$ cat src/rtl/stopwatch_controller_pkg.sv
// Shared definitions for the stopwatch controller slice.
//   - FSM state encodings (IDLE/RUN/LAP/STOP), also visible on the state output.
//   - Default button lockout length in 100 Hz ticks.
//   - Saturating lap-count increment helper.
package stopwatch_controller_pkg;

  localparam logic [1:0] ST_IDLE = 2'b00;
  localparam logic [1:0] ST_RUN  = 2'b01;
  localparam logic [1:0] ST_LAP  = 2'b10;
  localparam logic [1:0] ST_STOP = 2'b11;

  // 20 ticks at 100 Hz = 200 ms of button lockout after an accepted event.
  localparam logic [7:0] LOCKOUT_TICKS_DEFAULT = 8'd20;

  localparam logic [3:0] LAP_COUNT_MAX = 4'd15;

  // Lap counter holds at its maximum instead of wrapping.
  function automatic logic [3:0] lap_count_inc(input logic [3:0] cnt);
    return (cnt == LAP_COUNT_MAX) ? cnt : cnt + 4'd1;
  endfunction

endpackage

$ cat src/rtl/stopwatch_controller_if.sv
// Button/tick inputs and control outputs of the stopwatch controller.
//   tick           : one-cycle 100 Hz pulse
//   btn_start_stop : debounced start/stop level
//   btn_lap_reset  : debounced lap/reset level
//   run            : time counter enable
//   clear          : one-cycle counter clear pulse
//   freeze         : display shows latched lap value
//   lap_capture    : one-cycle lap latch pulse
//   lap_count      : laps since last clear (saturates at 15)
//   state          : FSM state encoding
// Modport slave is the controller side, master is the driver/observer side.
interface stopwatch_controller_if;
  logic       tick;
  logic       btn_start_stop;
  logic       btn_lap_reset;
  logic       run;
  logic       clear;
  logic       freeze;
  logic       lap_capture;
  logic [3:0] lap_count;
  logic [1:0] state;

  modport slave (
    input  tick, btn_start_stop, btn_lap_reset,
    output run, clear, freeze, lap_capture, lap_count, state
  );

  modport master (
    output tick, btn_start_stop, btn_lap_reset,
    input  run, clear, freeze, lap_capture, lap_count, state
  );
endinterface

$ cat src/rtl/stopwatch_controller_event_filter.sv
// sw_event_filter: rising-edge detection and post-event lockout for both
// stopwatch buttons.
//   clk_ms, reset_n          : clock, async active-low reset
//   tick                     : 100 Hz pulse that paces the lockout countdown
//   btn_start_stop/lap_reset : debounced button levels
//   ss_evt, lr_evt           : one-cycle accepted events (start/stop wins a tie)
// The event outputs are combinational so the controller registers react on
// the same edge that samples the button rising.
module sw_event_filter
  import stopwatch_controller_pkg::*;
#(
  parameter logic [7:0] LOCKOUT_TICKS = LOCKOUT_TICKS_DEFAULT
) (
  input  logic clk_ms,
  input  logic reset_n,
  input  logic tick,
  input  logic btn_start_stop,
  input  logic btn_lap_reset,
  output logic ss_evt,
  output logic lr_evt
);

  logic       ss_prev;
  logic       lr_prev;
  logic [7:0] lock_cnt;
  logic       ss_rise;
  logic       lr_rise;
  logic       unlocked;
  logic       accept;

  assign ss_rise  = btn_start_stop & ~ss_prev;
  assign lr_rise  = btn_lap_reset  & ~lr_prev;
  assign unlocked = (lock_cnt == 8'd0);

  // A simultaneous lap/reset rise is dropped in favour of start/stop.
  assign ss_evt = ss_rise & unlocked;
  assign lr_evt = lr_rise & ~ss_rise & unlocked;
  assign accept = ss_evt | lr_evt;

  // Previous samples track the buttons every cycle, even while locked out,
  // so a press made during lockout is not replayed once it expires.
  always_ff @(posedge clk_ms or negedge reset_n) begin
    if (!reset_n) begin
      ss_prev <= 1'b0;
      lr_prev <= 1'b0;
    end else begin
      ss_prev <= btn_start_stop;
      lr_prev <= btn_lap_reset;
    end
  end

  // Load takes priority, so a tick coinciding with the load is ignored.
  always_ff @(posedge clk_ms or negedge reset_n) begin
    if (!reset_n) begin
      lock_cnt <= 8'd0;
    end else if (accept) begin
      lock_cnt <= LOCKOUT_TICKS;
    end else if (tick && !unlocked) begin
      lock_cnt <= lock_cnt - 8'd1;
    end
  end

endmodule

$ cat src/rtl/stopwatch_controller.sv
// stopwatch_controller: start/stop/lap/reset FSM for a 100 Hz stopwatch.
//   clk_ms  : master clock
//   reset_n : asynchronous active-low reset
//   bus     : stopwatch_controller_if.slave (buttons, tick, control outputs)
// All outputs are registered from the next-state decode so they change on the
// same edge that accepts a button event.
module stopwatch_controller
  import stopwatch_controller_pkg::*;
#(
  parameter logic [7:0] LOCKOUT_TICKS = LOCKOUT_TICKS_DEFAULT
) (
  input  logic                  clk_ms,
  input  logic                  reset_n,
  stopwatch_controller_if.slave bus
);

  logic       ss_evt;
  logic       lr_evt;
  logic [1:0] state_q;
  logic [1:0] state_d;
  logic [3:0] lap_cnt_q;
  logic [3:0] lap_cnt_d;
  logic       clear_q;
  logic       clear_d;
  logic       cap_q;
  logic       cap_d;
  logic       run_q;
  logic       freeze_q;

  sw_event_filter #(
    .LOCKOUT_TICKS (LOCKOUT_TICKS)
  ) u_event_filter (
    .clk_ms         (clk_ms),
    .reset_n        (reset_n),
    .tick           (bus.tick),
    .btn_start_stop (bus.btn_start_stop),
    .btn_lap_reset  (bus.btn_lap_reset),
    .ss_evt         (ss_evt),
    .lr_evt         (lr_evt)
  );

  always_comb begin
    state_d   = state_q;
    lap_cnt_d = lap_cnt_q;
    clear_d   = 1'b0;
    cap_d     = 1'b0;
    case (state_q)
      // lap/reset in IDLE only consumes a lockout period.
      ST_IDLE: begin
        if (ss_evt) state_d = ST_RUN;
      end
      ST_RUN: begin
        if (ss_evt) begin
          state_d = ST_STOP;
        end else if (lr_evt) begin
          state_d   = ST_LAP;
          cap_d     = 1'b1;
          lap_cnt_d = lap_count_inc(lap_cnt_q);
        end
      end
      ST_LAP: begin
        if (ss_evt)      state_d = ST_STOP;
        else if (lr_evt) state_d = ST_RUN;
      end
      ST_STOP: begin
        if (ss_evt) begin
          state_d = ST_RUN;
        end else if (lr_evt) begin
          state_d   = ST_IDLE;
          clear_d   = 1'b1;
          lap_cnt_d = 4'd0;
        end
      end
    endcase
  end

  always_ff @(posedge clk_ms or negedge reset_n) begin
    if (!reset_n) begin
      state_q   <= ST_IDLE;
      lap_cnt_q <= 4'd0;
      clear_q   <= 1'b0;
      cap_q     <= 1'b0;
      run_q     <= 1'b0;
      freeze_q  <= 1'b0;
    end else begin
      state_q   <= state_d;
      lap_cnt_q <= lap_cnt_d;
      clear_q   <= clear_d;
      cap_q     <= cap_d;
      // The counter keeps running while a lap value is frozen on the display.
      run_q     <= (state_d == ST_RUN) || (state_d == ST_LAP);
      freeze_q  <= (state_d == ST_LAP);
    end
  end

  assign bus.state       = state_q;
  assign bus.lap_count   = lap_cnt_q;
  assign bus.clear       = clear_q;
  assign bus.lap_capture = cap_q;
  assign bus.run         = run_q;
  assign bus.freeze      = freeze_q;

endmodule

$ cat src/flat_wrapper.sv
// flat-port wrapper written by rule: the top's interface ports become plain ports
module stopwatch_controller_flat import stopwatch_controller_pkg::*;
#(
  parameter logic [7:0] LOCKOUT_TICKS = LOCKOUT_TICKS_DEFAULT
)
  (clk_ms, reset_n, bus_tick, bus_btn_start_stop, bus_btn_lap_reset, bus_run, bus_clear, bus_freeze, bus_lap_capture, bus_lap_count, bus_state);
  stopwatch_controller_if bus_i ();
  input  logic clk_ms;
  input  logic reset_n;
  input wire logic [$bits(bus_i.tick)-1:0] bus_tick;
  input wire logic [$bits(bus_i.btn_start_stop)-1:0] bus_btn_start_stop;
  input wire logic [$bits(bus_i.btn_lap_reset)-1:0] bus_btn_lap_reset;
  output wire logic [$bits(bus_i.run)-1:0] bus_run;
  output wire logic [$bits(bus_i.clear)-1:0] bus_clear;
  output wire logic [$bits(bus_i.freeze)-1:0] bus_freeze;
  output wire logic [$bits(bus_i.lap_capture)-1:0] bus_lap_capture;
  output wire logic [$bits(bus_i.lap_count)-1:0] bus_lap_count;
  output wire logic [$bits(bus_i.state)-1:0] bus_state;
  assign bus_i.tick = bus_tick;
  assign bus_i.btn_start_stop = bus_btn_start_stop;
  assign bus_i.btn_lap_reset = bus_btn_lap_reset;
  assign bus_run = bus_i.run;
  assign bus_clear = bus_i.clear;
  assign bus_freeze = bus_i.freeze;
  assign bus_lap_capture = bus_i.lap_capture;
  assign bus_lap_count = bus_i.lap_count;
  assign bus_state = bus_i.state;
  stopwatch_controller #(.LOCKOUT_TICKS(LOCKOUT_TICKS)) u_core (.clk_ms(clk_ms), .reset_n(reset_n), .bus(bus_i));
endmodule
$ cat config.mk
export PLATFORM = sky130hd
export DESIGN_NAME = stopwatch_controller_flat
export DESIGN_NICKNAME = d
export VERILOG_FILES = /design/src/rtl/stopwatch_controller_pkg.sv /design/src/rtl/stopwatch_controller_if.sv /design/src/rtl/stopwatch_controller_event_filter.sv /design/src/rtl/stopwatch_controller.sv /design/src/flat_wrapper.sv
export SDC_FILE = /design/constraint.sdc
export NUM_CORES = 1
export LEC_CHECK = 0
export ABC_AREA = 1
export BUFFER_PORTS_ARGS = -buffer_cell sky130_fd_sc_hd__buf_4
export CORE_ASPECT_RATIO = 1.5
export CORE_MARGIN = 8
export CORE_UTILIZATION = 25
export CTS_CLUSTER_SIZE = 30
export DETAILED_ROUTE_END_ITERATION = 10
export SLEW_MARGIN = 25
export SYNTH_ARGS = -nofsm -noshare
export SYNTH_HDL_FRONTEND = slang
export SYNTH_SLANG_ARGS = --single-unit
export TNS_END_PERCENT = 5
$ cat constraint.sdc
create_clock -name clk_ms -period 1.55 [get_ports clk_ms]
set_input_delay 0.0775 -clock clk_ms [delete_from_list [all_inputs] [get_ports clk_ms]]
set_output_delay 0.0775 -clock clk_ms [all_outputs]
set_load 0.01 [all_outputs]
-- Word-level counts from Yosys, hierarchy flattened
Cells that the tools add are included.
- flip-flop bits (word level): 20
- output and inout bits: 10
- logic and storage cells: 59
- input port bits: 5
- equal/unequal tests: 11
- bitwise operators: 9
- muxes and demuxes: 20
- reductions and logical operators: 8
- $add $sub $neg: 2
- operator list (cell ; number):
    $mux W4 ; 5
    $mux W8 ; 2
    $mux W2 ; 7
    $ne A2 B2 Y1 const B ; 5
    $logic_not A8 Y1 ; 1
    $pmux W2 S4 ; 1
    $pmux W4 S2 ; 1
    $sub A8 B1 Y8 const B ; 1
    $eq A2 B2 Y1 const B ; 3
    $reduce_and A6 Y1 ; 1
    $and A1 B1 Y1 ; 5
    $add A4 B1 Y4 const B ; 1
    $eq A2 B1 Y1 const B ; 2
    $eq A4 B4 Y1 const B ; 1
    $mux W1 ; 4
    $reduce_bool A2 Y1 ; 2
    $not A1 Y1 ; 3
    $logic_not A2 Y1 ; 1
    $logic_and A1 B1 Y1 ; 1
    $logic_not A1 Y1 ; 1
    $logic_or A1 B1 Y1 ; 1
    $or A1 B1 Y1 ; 1

-- Longest topological paths before layout
- depth after elaboration: 10
- gate-level depth with buffers: 10
- mapped depth without buffers: 10

-- By module
A second synthesis with hierarchy kept.
- cell total of the unflattened synthesis: 139
- area, all modules: 1091.0 µm²
- modules (own cells, without submodules) (module ; instances ; cells an instance ; area each (µm²) ; sequential area each (µm²)):
    sw_event_filter ; 1 ; 88 ; 629.4 ; 250.2
    stopwatch_controller ; 1 ; 51 ; 461.7 ; 250.2

-- Least setup slack after synthesis
Ideal clock, no wire load.
- path kind: register -> register
- from: register u_core.u_event_filter.lock_cnt[0]
- to: register u_core.run_q, in the netlist u_core.bus.run
- path slack: -0.026 ns
- path buffers: 0
- clock period less this slack: 1.576 ns
- data arrival time: 1.463 ns
- data required time: 1.437 ns
- cell stages (with the launch flop): 10
- library setup time: 0.113 ns
- path through: dfrtp_1 > inv_1 > ha_1 > nand2_2 > nor2_8 > nand2_1 > o21ai_1 > nor2_2 > ha_1 > inv_1
- word-level cells in the longest chain between the ends: 7
- elaborated cells between the ends (all ways): 14
- those cells by class: 2 x eq/ne; 8 x mux; 2 x bitwise; 2 x reduce/logical
- RTL lines (element ; line ; RTL):
    start, declared ; stopwatch_controller_event_filter.sv:25 ; logic [7:0] lock_cnt;
    start signal, assigned ; stopwatch_controller_event_filter.sv:59 ; lock_cnt <= lock_cnt - 8'd1;
    $logic_not A8 Y1 * ; stopwatch_controller_event_filter.sv:33 ; assign unlocked = (lock_cnt == 8'd0);
    $and A1 B1 Y1 ; stopwatch_controller_event_filter.sv:37 ; assign lr_evt = lr_rise & ~ss_rise & unlocked;
    $mux W2, on equally long branches ; stopwatch_controller.sv:68, stopwatch_controller.sv:55, stopwatch_controller.sv:63 ;
    $mux W2, on equally long branches ; stopwatch_controller.sv:66, stopwatch_controller.sv:53, stopwatch_controller.sv:62 ;
    $pmux W2 S4 * ; stopwatch_controller.sv:47 ; case (state_q)
    $eq A2 B1 Y1 / $eq A2 B2 Y1 (equally long branches) ; stopwatch_controller.sv:91 ; run_q <= (state_d == ST_RUN) || (state_d == ST_LAP);
    $logic_or A1 B1 Y1 * ; stopwatch_controller.sv:91 ;
    end signal, assigned ; stopwatch_controller.sv:91 ;
    end, declared ; stopwatch_controller.sv:27 ; logic run_q;
Mark *: on every way between the ends. The rest lies on a longest branch, timed or not.
A chain may end at the register's enable or synchronous reset.

-- Worst setup path in the final report
- from: register u_core.u_event_filter.lock_cnt[3]
- to: register u_core.run_q, in the netlist u_core.bus.run
The elaborated chain is that of the path after synthesis.

==> impl.org <==
** Min path
- Along the worst hold path, the cell count comes to 4.
- Hold Path Origin :: bus_tick
- Type of the most critical hold path :: in -> reg
- Endpoint of the worst hold path :: u_core.u_event_filter.lock_cnt[7]

** Yosys
- Compound-gate portion of the synthesized area :: 0.0891
- Among all flip-flop cells after synthesis, the most frequent one is dfrtp_1.
- Area share of and/or/nand/nor cells after synthesis :: 0.292
- Number of distinct library cell variants in the gate-level netlist after synthesis :: 23
- In the synthesized netlist, the number of instances is 128.
- Post-Synth XOR/XNOR Area :: 0.0328
- In this run, synthesis inferred 0 flip-flops with an integrated enable.
- Of the post-synthesis cell area, the part taken by muxes is 0.
- The number of nets in the synthesized netlist is 137.
- dfrtp_1 takes more of the synthesized area than any other cell.
- Of the synthesized area, sequential elements account for 0.469.
- Mapped cell area :: 1070 um^2
- Counting flops and latches in the post-synthesis netlist gives 20.
- After synthesis, the share of flip-flops with an asynchronous set or reset is 1.00.
- Adder and majority cell fraction of the synthesized area :: 0.0469
- By area, the combinational part of the netlist is dominated by simple AND/OR/NAND/NOR gates.
- A synthesized cell averages 8.34 um^2.
- Leading cell types by count after synthesis :: nand2_1 (27), dfrtp_1 (20), inv_1 (20)
- Yosys printed 0 warnings.
- Synth top area cells :: dfrtp_1 (47%), nand2_1 (9.5%), inv_1 (7.0%)
- Area share of the largest cell type after synthesis :: 0.469
- nand2_1 is the most common cell in the netlist.

** Timing
- Worst-case clock skew :: 0.00287 ns
- For the finished layout, the period the worst path requires is approximately 1.5 ns.
- Measured against its own limit, the worst slew margin works out to 0.822.
- Final Max Slew Viols :: 0
- Final count of hold timing violations :: 0
- Setup repair after global routing could not meet its margin everywhere.
- Slew of the pin with the lowest slew margin :: between 0.2 and 0.3 ns
- Setup violations remaining at the end of the flow were counted as 0.
- Worst-case setup margin in the final layout :: 0.0468 ns
- Share of the clock period used by the worst path after layout :: 0.970
- Upper clock frequency limit :: 665 MHz

** Placement
- The placed instances occupy a cell area of 1340 um^2.
- GPL Wtd Cong :: between 0.7 and 0.8
- Detailed placement ended at an HPWL of between 1500 and 2000 um.
- Place WS :: -0.0121 ns
- Port Buf Inserts :: 14

** Route
- Summing over every cut layer, the via total after detailed routing is ~950.
- The first routing iteration left 37 violations.
- Once detail routing completed, the nets flagged for antenna violations numbered 0.
- Initial DRT Pass Iterations :: 4
- After detailed routing, the average wire length per cell comes to 11.3 um.
- Vias per inst :: 4.48
- In the routed design, unresolved DRC markers number 0.
- The final layout contains routed wiring with a total length of 2410 um.

** GRT
- In the global route stage, overall resource usage came out at 0.0738.
- Total global routing overflow :: 0
- Pin count of the biggest net entering global routing :: 21
- The initial antenna violation count was 0.
- The first global-routing pass estimated 4060 um of wire.
- Number of global-route vias before repair :: 956

** Pwr
- Flop pwr share :: 0.342
- The worst-case IR drop observed on VDD is 0.607 mV.
- Ratio of total power to cell area :: about 1600 nW/um^2
- The internal power of the cells totals around 0.0015 W.
- The analysis attributes to cell leakage a power of 0.808 nW.
- After layout, the design draws a total of 0.00241 W.
- Net switching fraction of the power :: 0.382
- Comb power frac :: 0.491
- Of the total power, the clock network draws 0.167.
- Net switching power of the design :: 0.000922 W

** Critical path
- STA puts the critical path data arrival time at roughly 1.7 ns.
- Startpoint class of the critical path :: flip-flop
- Endpoint kind of the worst setup timing path :: flip-flop
- Critical register-to-register path startpoint :: u_core.u_event_filter.lock_cnt[3]
- Worst Reg-to-Reg Cells :: 8
- Slack of the worst reg-to-reg path :: 0.05 ns
- The endpoint identified for the worst register-to-register timing path is u_core.bus.run.
- Crit Path Category :: reg -> reg
- At the worst endpoint, the required time is around 1.8 ns.
- CP max FO :: 4

** Floorplan
- The region available for standard cell placement spans 4170 um^2.
- The initialized floorplan defines 29 standard-cell rows.
- In this run the count of I/O pins placed on the die edge is 15.
- The floorplan step defined a die boundary enclosing 6660 um^2.
- Die Span Y :: a little under 100 um
- Die X-Extent :: 69.4 um
- The initial utilization of the core area, before any placement, comes to 0.256.

** Cells and area
- For this run, the post-layout net count is 177.
- Area growth, synth to finish :: 41.6%
- At the end of the flow the core is filled with cells to 0.362.
- 0 antenna diodes ended up in the layout.
- In the final layout, the share of cells above drive strength 1 is 0.335.
- The finished cells cover 1510 um^2.

** CTS
- Largest buffer count on any clock path :: 2
- In this run the clock root is driven by a clkbuf_8.
- Clock Pin Slew Worst Setup and Hold Paths :: 0.08 ns
- CTS tree :: built
- CTS built an H-tree with a depth of 1.
- Number of buffers added by the clock tree synthesis step :: 3
- The clock drives 20 sinks.
- The clock reaches the later pin of the worst-skew pair after between 0.2 and 0.3 ns.

** Flow run
- Reported max-cap violation count :: 0

** Run status
- Status :: finished, final reports clean
power groups by stage:
stage / clock network [W] / logic (W) / registers (W)
2_1_floorplan: 0 / 0.000565 / 0.000875
3_3_place_gp: 0 / 0.00104 / 0.000831
3_5_place_dp: 0 / 0.00105 / 0.000831
4_1_cts: 0.000416 / 0.00109 / 0.000823
5_1_grt: 0.000435 / 0.00136 / 0.000850
6_report: 0.000402 / 0.00119 / 0.000826
logic make-up after synthesis:
group,Yosys count
buf+inv,20
simple gates,65
fa+ha+maj,4
compound gates,15
xor+xnor,4
flops,20
metal layers:
metal,share of wire,track usage,vias up
li1,-,-,488
met1,0.37,0.0698,454
met2,0.57,0.140,10
met3,0.050,0.0217,2
met4,0.010,0.0412,0
met5,0,0,-
stage by stage:
| stage | TNS [ns] | cells | hold slack (ns) |
|---|---|---|---|
| 2_1_floorplan | 0 | 128 | -0.218 |
| 3_3_place_gp | 0 | 202 | -0.0259 |
| 3_5_place_dp | -0.0121 | 202 | -0.0216 |
| 4_1_cts | 0 | 212 | 0.195 |
| 5_1_grt | -0.0753 | 213 | 0.179 |
| 6_report | 0 | 213 | 0.172 |
layout make-up:
cell class	instances	area (um^2)
fillers	419	2660
multi-input cells	88	546
flip-flops and latches	20	500
repair buffers	35	278
inverters	20	75.1
well taps	46	57.6
clock buffers	4	55.1
registers in the layout, summed over array words and instances (netlist names):
| name | flops |
|---|---|
| u_core.u_event_filter.ss_prev | 1 |
| u_core.u_event_filter.lock_cnt | 8 |
| u_core.bus.lap_count | 4 |
| u_core.bus.lap_capture | 1 |
| u_core.bus.run | 1 |
| u_core.bus.state | 2 |
| u_core.bus.clear | 1 |
| u_core.bus.freeze | 1 |
| u_core.u_event_filter.lr_prev | 1 |
critical path, stage by stage, from the launching register on:
cell	delay (ns)
dfrtp_1	0.42
nor2_2	0.15
nand2_2	0.11
nor2_8	0.15
buf_6	0.11
o21ai_2	0.05
o22ai_1	0.16
ha_1	0.25
inv_1	0.05
layout by cell type (no fill, tap or decap), drive strengths merged:
| cell | instances |
|---|---|
| clkbuf | 4 |
| o2111ai | 1 |
| o22ai | 3 |
| nand2 | 29 |
| nor2 | 18 |
| nand3b | 2 |
| o21ai | 8 |
| dfrtp | 20 |
| nand3 | 13 |
| xor2 | 3 |
| a21oi | 1 |
| or2 | 1 |
| o21bai | 1 |
| nand4 | 2 |
| dlygate4sd3 | 3 |
| ha | 4 |
| xnor2 | 1 |
| inv | 20 |
| buf | 32 |
| o211ai | 1 |
timing repair:
action                                  CTS  global route
endpoints found under the setup margin    1            11
resized for setup                         2            16
cloned                                    0             0
pin swaps                                 3             7
hold endpoints to repair                 22             0
setup buffers                             3             1
hold buffers                              3             0
how the worst max path moves through the flow:
stage	to	slack [ns]	from
CTS	u_core.bus.run	0.0003	u_core.u_event_filter.lock_cnt[1]
finish	u_core.bus.run	0.05	u_core.u_event_filter.lock_cnt[3]
global route	u_core.bus.run	-0.03	u_core.u_event_filter.lock_cnt[3]
global placement	u_core.bus.run	0.04	u_core.u_event_filter.lock_cnt[1]
detailed placement	u_core.bus.run	-0.01	u_core.u_event_filter.lock_cnt[1]
floorplan	u_core.bus.run	0.00004	u_core.u_event_filter.lock_cnt[0]
No activity file was read; power rests on OpenSTA's default activity.
